### src/rtl/fpu_result_buffer.sv
// rtl/fpu_result_buffer.sv - 2-entry FPU adder result FIFO with per-entry NaN/inf/ovf/unf flags
// Sticky flag accumulation is built only when FPU_RESULT_STICKY_EN is defined.
module fpu_result_buffer #(
    parameter int X = 32
) (
    input  logic         clk,
    input  logic         rst_n,
    input  logic         in_valid,
    output logic         in_ready,
    input  logic [X-1:0] in_result,
    input  logic         in_overflow,
    input  logic         in_underflow,
    output logic         out_valid,
    input  logic         out_ready,
    output logic [X-1:0] out_result,
    output logic [3:0]   out_flags,
    output logic [3:0]   sticky_flags,
    input  logic         flag_clr,
    output logic [1:0]   count
);
    localparam int EW = (X == 32) ? 8 : 11;
    localparam int FW = X - 1 - EW;

    logic [X-1:0] mem_result [2];
    logic [3:0]   mem_flags  [2];
    logic         wr_ptr;
    logic         rd_ptr;
    logic         push;
    logic         pop;
    logic         exp_ones;
    logic         frac_nz;
    logic [3:0]   in_flags;

    // Handshake decisions use only registered occupancy, so a full buffer
    // refuses a push even when the head is popped in the same cycle.
    assign in_ready  = (count != 2'd2);
    assign out_valid = (count != 2'd0);
    assign push      = in_valid && in_ready;
    assign pop       = out_valid && out_ready;

    assign exp_ones = &in_result[X-2 -: EW];
    assign frac_nz  = |in_result[FW-1:0];
    assign in_flags = {exp_ones && !frac_nz, exp_ones && frac_nz, in_underflow, in_overflow};

    assign out_result = mem_result[rd_ptr];
    assign out_flags  = mem_flags[rd_ptr];

    always_ff @(posedge clk or negedge rst_n) begin
        if (!rst_n) begin
            mem_result[0] <= '0;
            mem_result[1] <= '0;
            mem_flags[0]  <= '0;
            mem_flags[1]  <= '0;
            wr_ptr        <= 1'b0;
            rd_ptr        <= 1'b0;
            count         <= 2'd0;
        end else begin
            if (push) begin
                mem_result[wr_ptr] <= in_result;
                mem_flags[wr_ptr]  <= in_flags;
                wr_ptr             <= ~wr_ptr;
            end
            if (pop) begin
                rd_ptr <= ~rd_ptr;
            end
            case ({push, pop})
                2'b10:   count <= count + 2'd1;
                2'b01:   count <= count - 2'd1;
                default: count <= count;
            endcase
        end
    end

`ifdef FPU_RESULT_STICKY_EN
    // A push in the clear cycle is ORed after the clear so its flags survive.
    always_ff @(posedge clk or negedge rst_n) begin
        if (!rst_n) begin
            sticky_flags <= 4'b0000;
        end else begin
            sticky_flags <= (flag_clr ? 4'b0000 : sticky_flags) | (push ? in_flags : 4'b0000);
        end
    end
`else
    logic unused_flag_clr;
    assign unused_flag_clr = flag_clr;
    assign sticky_flags    = 4'b0000;
`endif

endmodule

### config.mk
export PLATFORM = sky130hd
export DESIGN_NAME = fpu_result_buffer
export DESIGN_NICKNAME = d
export VERILOG_FILES = /design/src/rtl/fpu_result_buffer.sv
export SDC_FILE = /design/constraint.sdc
export NUM_CORES = 1
export LEC_CHECK = 0
export CORE_MARGIN = 5
export CORE_UTILIZATION = 35
export DETAILED_ROUTE_END_ITERATION = 6
export DONT_BUFFER_PORTS = 1
export PLACE_DENSITY_LB_ADDON = 0.12
export SYNTH_ARGS = -nofsm -noshare
export SYNTH_HDL_FRONTEND = slang
export SYNTH_SLANG_ARGS = --single-unit
export TNS_END_PERCENT = 100
### constraint.sdc
create_clock -name clk -period 1.77 [get_ports clk]
set_input_delay 0.2655 -clock clk [delete_from_list [all_inputs] [get_ports clk]]
set_output_delay 0.2655 -clock clk [all_outputs]
set_load 0.02 [all_outputs]
==> results of run 1 <==
[power groups by stage]
stage | combinational, mW | clock (mW) | sequential (mW)
3_5_place_dp | 4.03 | 0 | 3.06
4_1_cts | 4.05 | 1.38 | 3.05
3_3_place_gp | 3.99 | 0 | 3.05
5_1_grt | 4.23 | 1.46 | 3.15
6_report | 3.97 | 1.31 | 3.04
2_1_floorplan | 3.56 | 0 | 2.96
[state kept, by name, summed over array words and instances (netlist names)]
signal      count
mem_result     64
mem_flags       8
count           2
rd_ptr          1
wr_ptr          1
[Yosys cell counts (2+ instances only)]
master    n
dfrtp_1  76
mux2_2   58
mux2_4   42
nand2_1  15
buf_4     5
nor4_1    5
buf_12    3
buf_2     3
nand4_1   3
nor2_1    3
xnor2_1   3
a31o_2    2
and2_1    2
buf_6     2
buf_8     2
o21ai_0   2
xor2_1    2
[repair_timing]
action                                  4_1_cts  5_1_grt
endpoints found under the setup margin        6        0
buffers inserted                              0        0
hold endpoints to repair                     76       76
resized for setup                             1        0
[cell type report]
type	count	area, um2	area share
Clock buffer	10	127.6	0.03216
Clock inverter	6	65.06	0.01639
Timing Repair Buffer	11	123.9	0.03121
Inverter	1	3.754	0.0009458
Tap cell	136	170.2	0.04288
Multi-Input combinational cell	150	1575	0.3969
Sequential cell	76	1903	0.4795
[cells by family (layout without fill, tap and decap cells)]
logic type               count (synthesis)  count (layout)
multiplexers                           100             100
XOR/XNOR                                 5               5
flip-flops                              76              76
AO/OA/AOI/OAI                            5               5
buffers and inverters                   17              28
AND/OR/NAND/NOR                         35              35
other                                    1               4
adder cells (fa/ha/maj)                  1               1
[how the worst max path moves through the flow]
stage,start,slack [ns],depth (start not counted),to
2_1_floorplan,count[0],0.05,5,count[1]
6_report,rd_ptr,0.10,2,out_result[0]
3_3_place_gp,count[0],0.15,5,count[1]
5_1_grt,rd_ptr,0.04,2,out_result[0]
4_1_cts,rd_ptr,0.07,2,out_result[0]
3_5_place_dp,count[0],0.14,5,count[1]
[worst max-delay path, delay by kind of cell (launching register included)]
family / cells / cell delay, ns
buf+inv: 1 / 0.23
mux: 1 / 0.43
flops: 1 / 0.40
[layer usage]
metal	share of wire	vias up	track usage
met5	0	-	0
met1	0.46	973	0.1665
met4	0.012	0	0.03606
met2	0.46	52	0.1867
met3	0.068	7	0.05380
li1	-	859	-
[per-stage QoR]
stage	cells	setup WS, ns
floorplan	243	0.05003
CTS	390	0.06699
finish	390	0.1050
global route	390	0.03567
global placement	374	0.1540
detailed placement	374	0.1401
==> impl_metrics.yaml, run 1 <==
clock_network:
  cts_buffer_depth: 2
  cts_tree: "built"
  cts-buffers-inserted: 9
  cts_sinks: 76
  insertion_delay_ns: 0.34
  cts_root_buffer: "clkbuf_8"
  path_clk_slew_ns: 0.09
  h-tree-depth: 3
sta:
  rsz0062_at_grt: "false"
  whs_ns: -0.3921
  min_period_ns: 1.665
  clock_skew_ns: 0.008483
  finalSetupTns_ns: 0
  maxSlewViolCount: 0
  hold_violations: 76
  fin_crit_sh: 0.9407
  setup_violations: 0
  max_clock_freq_ghz: 0.6006
synth:
  synth_top_family_by_area: "multiplexers"
  synth_compound_area_frac: 0.009288
  synthTopCellsByArea: "dfrtp_1 (52%), mux2_2 (18%), mux2_4 (17%), buf_12 (1.7%), nand2_1 (1.5%)"
  netlist-cell-type-count: 29
  synth_simple_gate_area_frac: 0.05091
  netlist_instances: 240
  yosysSeqAreaShare: 0.5229
  async_flop_share: 1.000
  synth_flop_cell: "dfrtp_1"
  syn_area_um2: 3637
  synth_top_area_frac: 0.5229
  yosysTopAreaCell: "dfrtp_1"
  ys_ff_latch: 76
  synth.area.mux_share: 0.3529
  yosys.area_share.adder: 0.003440
  syn_avg_cell_area_um2: 15.16
  ys.warnings.count: 0
  synth-edff-count: 0
  synth_xor_xnor_area_share: 0.01204
worst_setup_path:
  cpMaxStageDelayCell: "mux2_2"
  r2r_setup_slack_ns: 0.14
  setup.worst_path.class: "reg -> out"
  crit_chain: "buf_6, mux2_2"
  cp_max_fo: 19
  timing.rr.start: "count[0]"
  arrival_ns: 1.40
  crit_path_start_kind: "flip-flop"
  worstSetupEndpointType: "output port"
  worst-r2r-cell-count: 5
  max_stage_delay_ns: 0.43
  r2r-end: "count[1]"
  required_ns: 1.50
route:
  viasPerCell: 4.849
  drtIter0Drc: 75
  routed-via-count: 1891
  ant_nets: 0
  routed_wl_mm: 7.486
  drc_errors: 0
  wl_per_cell_um: 19.19
  drtPass1Iterations: 4
run:
  cap_violations: 0
grt:
  grt_max_degree: 77
  track_usage: 0.1252
  grt_first_pass_wirelength_mm: 12.26
  grt-ovfl-total: 0
  grt_pass1_vias: 2122
  antenna_found_initial: 0
power_and_ir_drop:
  p_leak_nw: 1.720
  p_sw_frac: 0.3663
  p_total_mw: 8.319
  p_int_mw: 5.271
  power_switching_mw: 3.048
  p_seq_frac: 0.365
  powerDensity_nw_per_um2: 2096
  combPwrFrac: 0.477
  ir_drop_uv: 730.7
  power_frac_clock: 0.158
finish:
  final_cell_mix: "dfrtp_1 (75), mux2_2 (58), mux2_4 (42)"
  fin_nets: 289
  areaGrowthSynthToFinish_pct: 9.116
  diodes: 0
  mostFrequentLayoutCell: "dfrtp_1"
  final_area_um2: 3969
  final.fill_count: 981
  fin_util: 0.3879
  drive_above_1_share: 0.5236
floorplanning:
  io_pins: 83
  die_y_um: 111.9
  dieArea_um2: 12530
  coreArea_um2: 10230
  placementRows: 37
  initial_core_util: 0.3555
  die_w_um: 111.9
placed_design:
  numPortBuffers: 0
  dp_hpwl_mm: 4.861
  gp_congestion: 0.6878
  postPlaceCellArea_um2: 3772
run_status:
  failed_checks: "negative hold slack"
  status: "finished with violations"
min_path:
  min_path_type: "in -> async"
(Power assumes the default switching activity.)
==> run 2: changes to the inputs <==
Settings changed: CELL_PAD_IN_SITES_DETAIL_PLACEMENT set to 1, CELL_PAD_IN_SITES_GLOBAL_PLACEMENT set to 2.
==> run 2 against run 1 <==
The flow still finishes with violations (negative hold slack). Worst hold slack improved by 0.0027 ns. Non-clock buffer count increased by 2. Routed wire length increased by 5.3%. Clock-buffer cell count decreased by 1. Via count about the same. Worst setup slack got worse by 0.013 ns. Combinational power increased by 3%. Register-to-register slack got worse by 0.02 ns. Utilization increased by 0.28 points. Critical path type unchanged. Highest routed layer unchanged.
==> impl_metrics.yaml, run 2 (synthesis gave the netlist of run 1 again) <==
grt:
  grt_max_degree: 77
  grt-ovfl-total: 0
  track_usage: 0.1296
  grt_pass1_vias: 2150
  antenna_found_initial: 0
  grt_first_pass_wirelength_mm: 12.61
finish:
  top_regs: "mem_result (64), mem_flags (8), count (2)"
  areaGrowthSynthToFinish_pct: 9.907
  top_register: "mem_result"
  final_cell_mix: "dfrtp_1 (75), mux2_2 (58), mux2_4 (42)"
  drive_above_1_share: 0.5234
  mostFrequentLayoutCell: "dfrtp_1"
  diodes: 0
  finalNonFillerCells: 392
  largest_reg_flops: 64
  fin_nets: 291
sta:
  finalSetupTns_ns: 0
  whs_ns: -0.3893
  fin_crit_sh: 0.9478
  setup_violations: 0
  rsz0062_at_grt: "false"
  min_period_ns: 1.678
  max_clock_freq_ghz: 0.5961
  maxSlewViolCount: 0
  clock_skew_ns: 0.01218
  hold_violations: 76
clock_network:
  cts_sinks: 76
  ctsHoldBuffers: 2
  cts_buffer_depth: 2
  cts_root_buffer: "clkbuf_8"
  path_clk_slew_ns: 0.09
  cts-buffers-inserted: 9
  h-tree-depth: 3
  cts_tree: "built"
  ctsResizeCount: 0
  insertion_delay_ns: 0.34
run_status:
  failed_checks: "negative hold slack"
  status: "finished with violations"
worst_setup_path:
  r2r_setup_slack_ns: 0.12
  r2r-end: "mem_result[43]"
  required_ns: 1.50
  arrival_ns: 1.41
  worstSetupEndpointType: "output port"
  setup.worst_path.class: "reg -> out"
  startpoint: "rd_ptr"
  cp_max_fo: 21
  crit_path_start_kind: "flip-flop"
  worst-r2r-cell-count: 4
  cpMaxStageDelayCell: "dfrtp_2"
  endpoint: "out_flags[3]"
  cp.depth: 2
  max_stage_delay_ns: 0.44
  cpLargestDelayFamily: "flip-flops"
  timing.rr.start: "count[0]"
  crit_chain: "buf_12, mux2_2"
  crit_buf_inv: 1
floorplanning:
  initial_core_util: 0.3555
  placementRows: 37
  dieArea_um2: 12530
  die_y_um: 111.9
  coreArea_um2: 10230
  die_w_um: 111.9
  io_pins: 83
route:
  met3_length_um: 604
  ant_nets: 0
  dr.max_layer_used: "met4"
  drc_errors: 0
  wl_per_cell_um: 20.11
  routed-via-count: 1890
  viasPerCell: 4.821
  routed_wl_mm: 7.885
  met2_length_mm: 3.609
  drtIter0Drc: 45
  wl_met1_mm: 3.587
  drtPass1Iterations: 3
min_path:
  min_path_type: "in -> async"
placed_design:
  gp_congestion: 0.6914
  placed_cells: 373
  dp_hpwl_mm: 5.290
  numPortBuffers: 0
power_and_ir_drop:
  p_leak_nw: 1.727
  powerDensity_nw_per_um2: 2078
  ir_drop_uv: 682.8
run:
  cap_violations: 0
run 2: worst min-delay path by stage:
| stage | to | slack (ns) | cells past startpoint | from |
|---|---|---|---|---|
| floorplan | count[0] | -0.03 | 0 | rst_n |
| global placement | mem_result[9] | -0.03 | 0 | rst_n |
| detailed placement | mem_result[43] | -0.03 | 0 | rst_n |
| CTS | mem_flags[0] | -0.42 | 0 | rst_n |
| global route | mem_result[43] | -0.43 | 0 | rst_n |
| finish | mem_result[7] | -0.39 | 0 | rst_n |
run 2: layout make-up:
type	count	area, um2
clock buffer	9	123.9
clock inverter	7	43.79
fill	1057	6233
inverter	1	3.754
multi-input combinational	150	1575
sequential	76	1903
tap	136	170.2
timing repair buffer	13	177.7
run 2: power by group:
part           total, mW  switching (mW)  internal [mW]
Combinational       4.07            1.98           2.09
Clock               1.17           0.673          0.502
Sequential          3.06           0.464           2.59
Total               8.31            3.12           5.19
run 2: timing repair:
item / CTS / global route
hold endpoints to repair: 78 / 76
buffers inserted: 1 / 0
setup endpoints to repair: 19 / 0
run 2: metrics by stage:
step / instance area [um2] / total power [mW] / setup WS, ns / hold WS (ns) / util
floorplan: 3649 / 6.512 / 0.05003 / -0.03009 / -
global placement: 3802 / 7.139 / 0.1254 / -0.02771 / 0.3717
detailed placement: 3802 / 7.220 / 0.1267 / -0.02586 / 0.3717
CTS: 3998 / 8.485 / 0.04525 / -0.4204 / 0.3907
global route: 3998 / 8.844 / 0.03102 / -0.4337 / 0.3907
finish: 3998 / 8.306 / 0.09245 / -0.3893 / 0.3907
run 2: layer usage:
layer  vias to the layer above  GRT usage
li1                        865          -
met1                       972     0.1709
met2                        47     0.1938
met3                         6    0.05978
met4                         0    0.03365
met5                         -          0
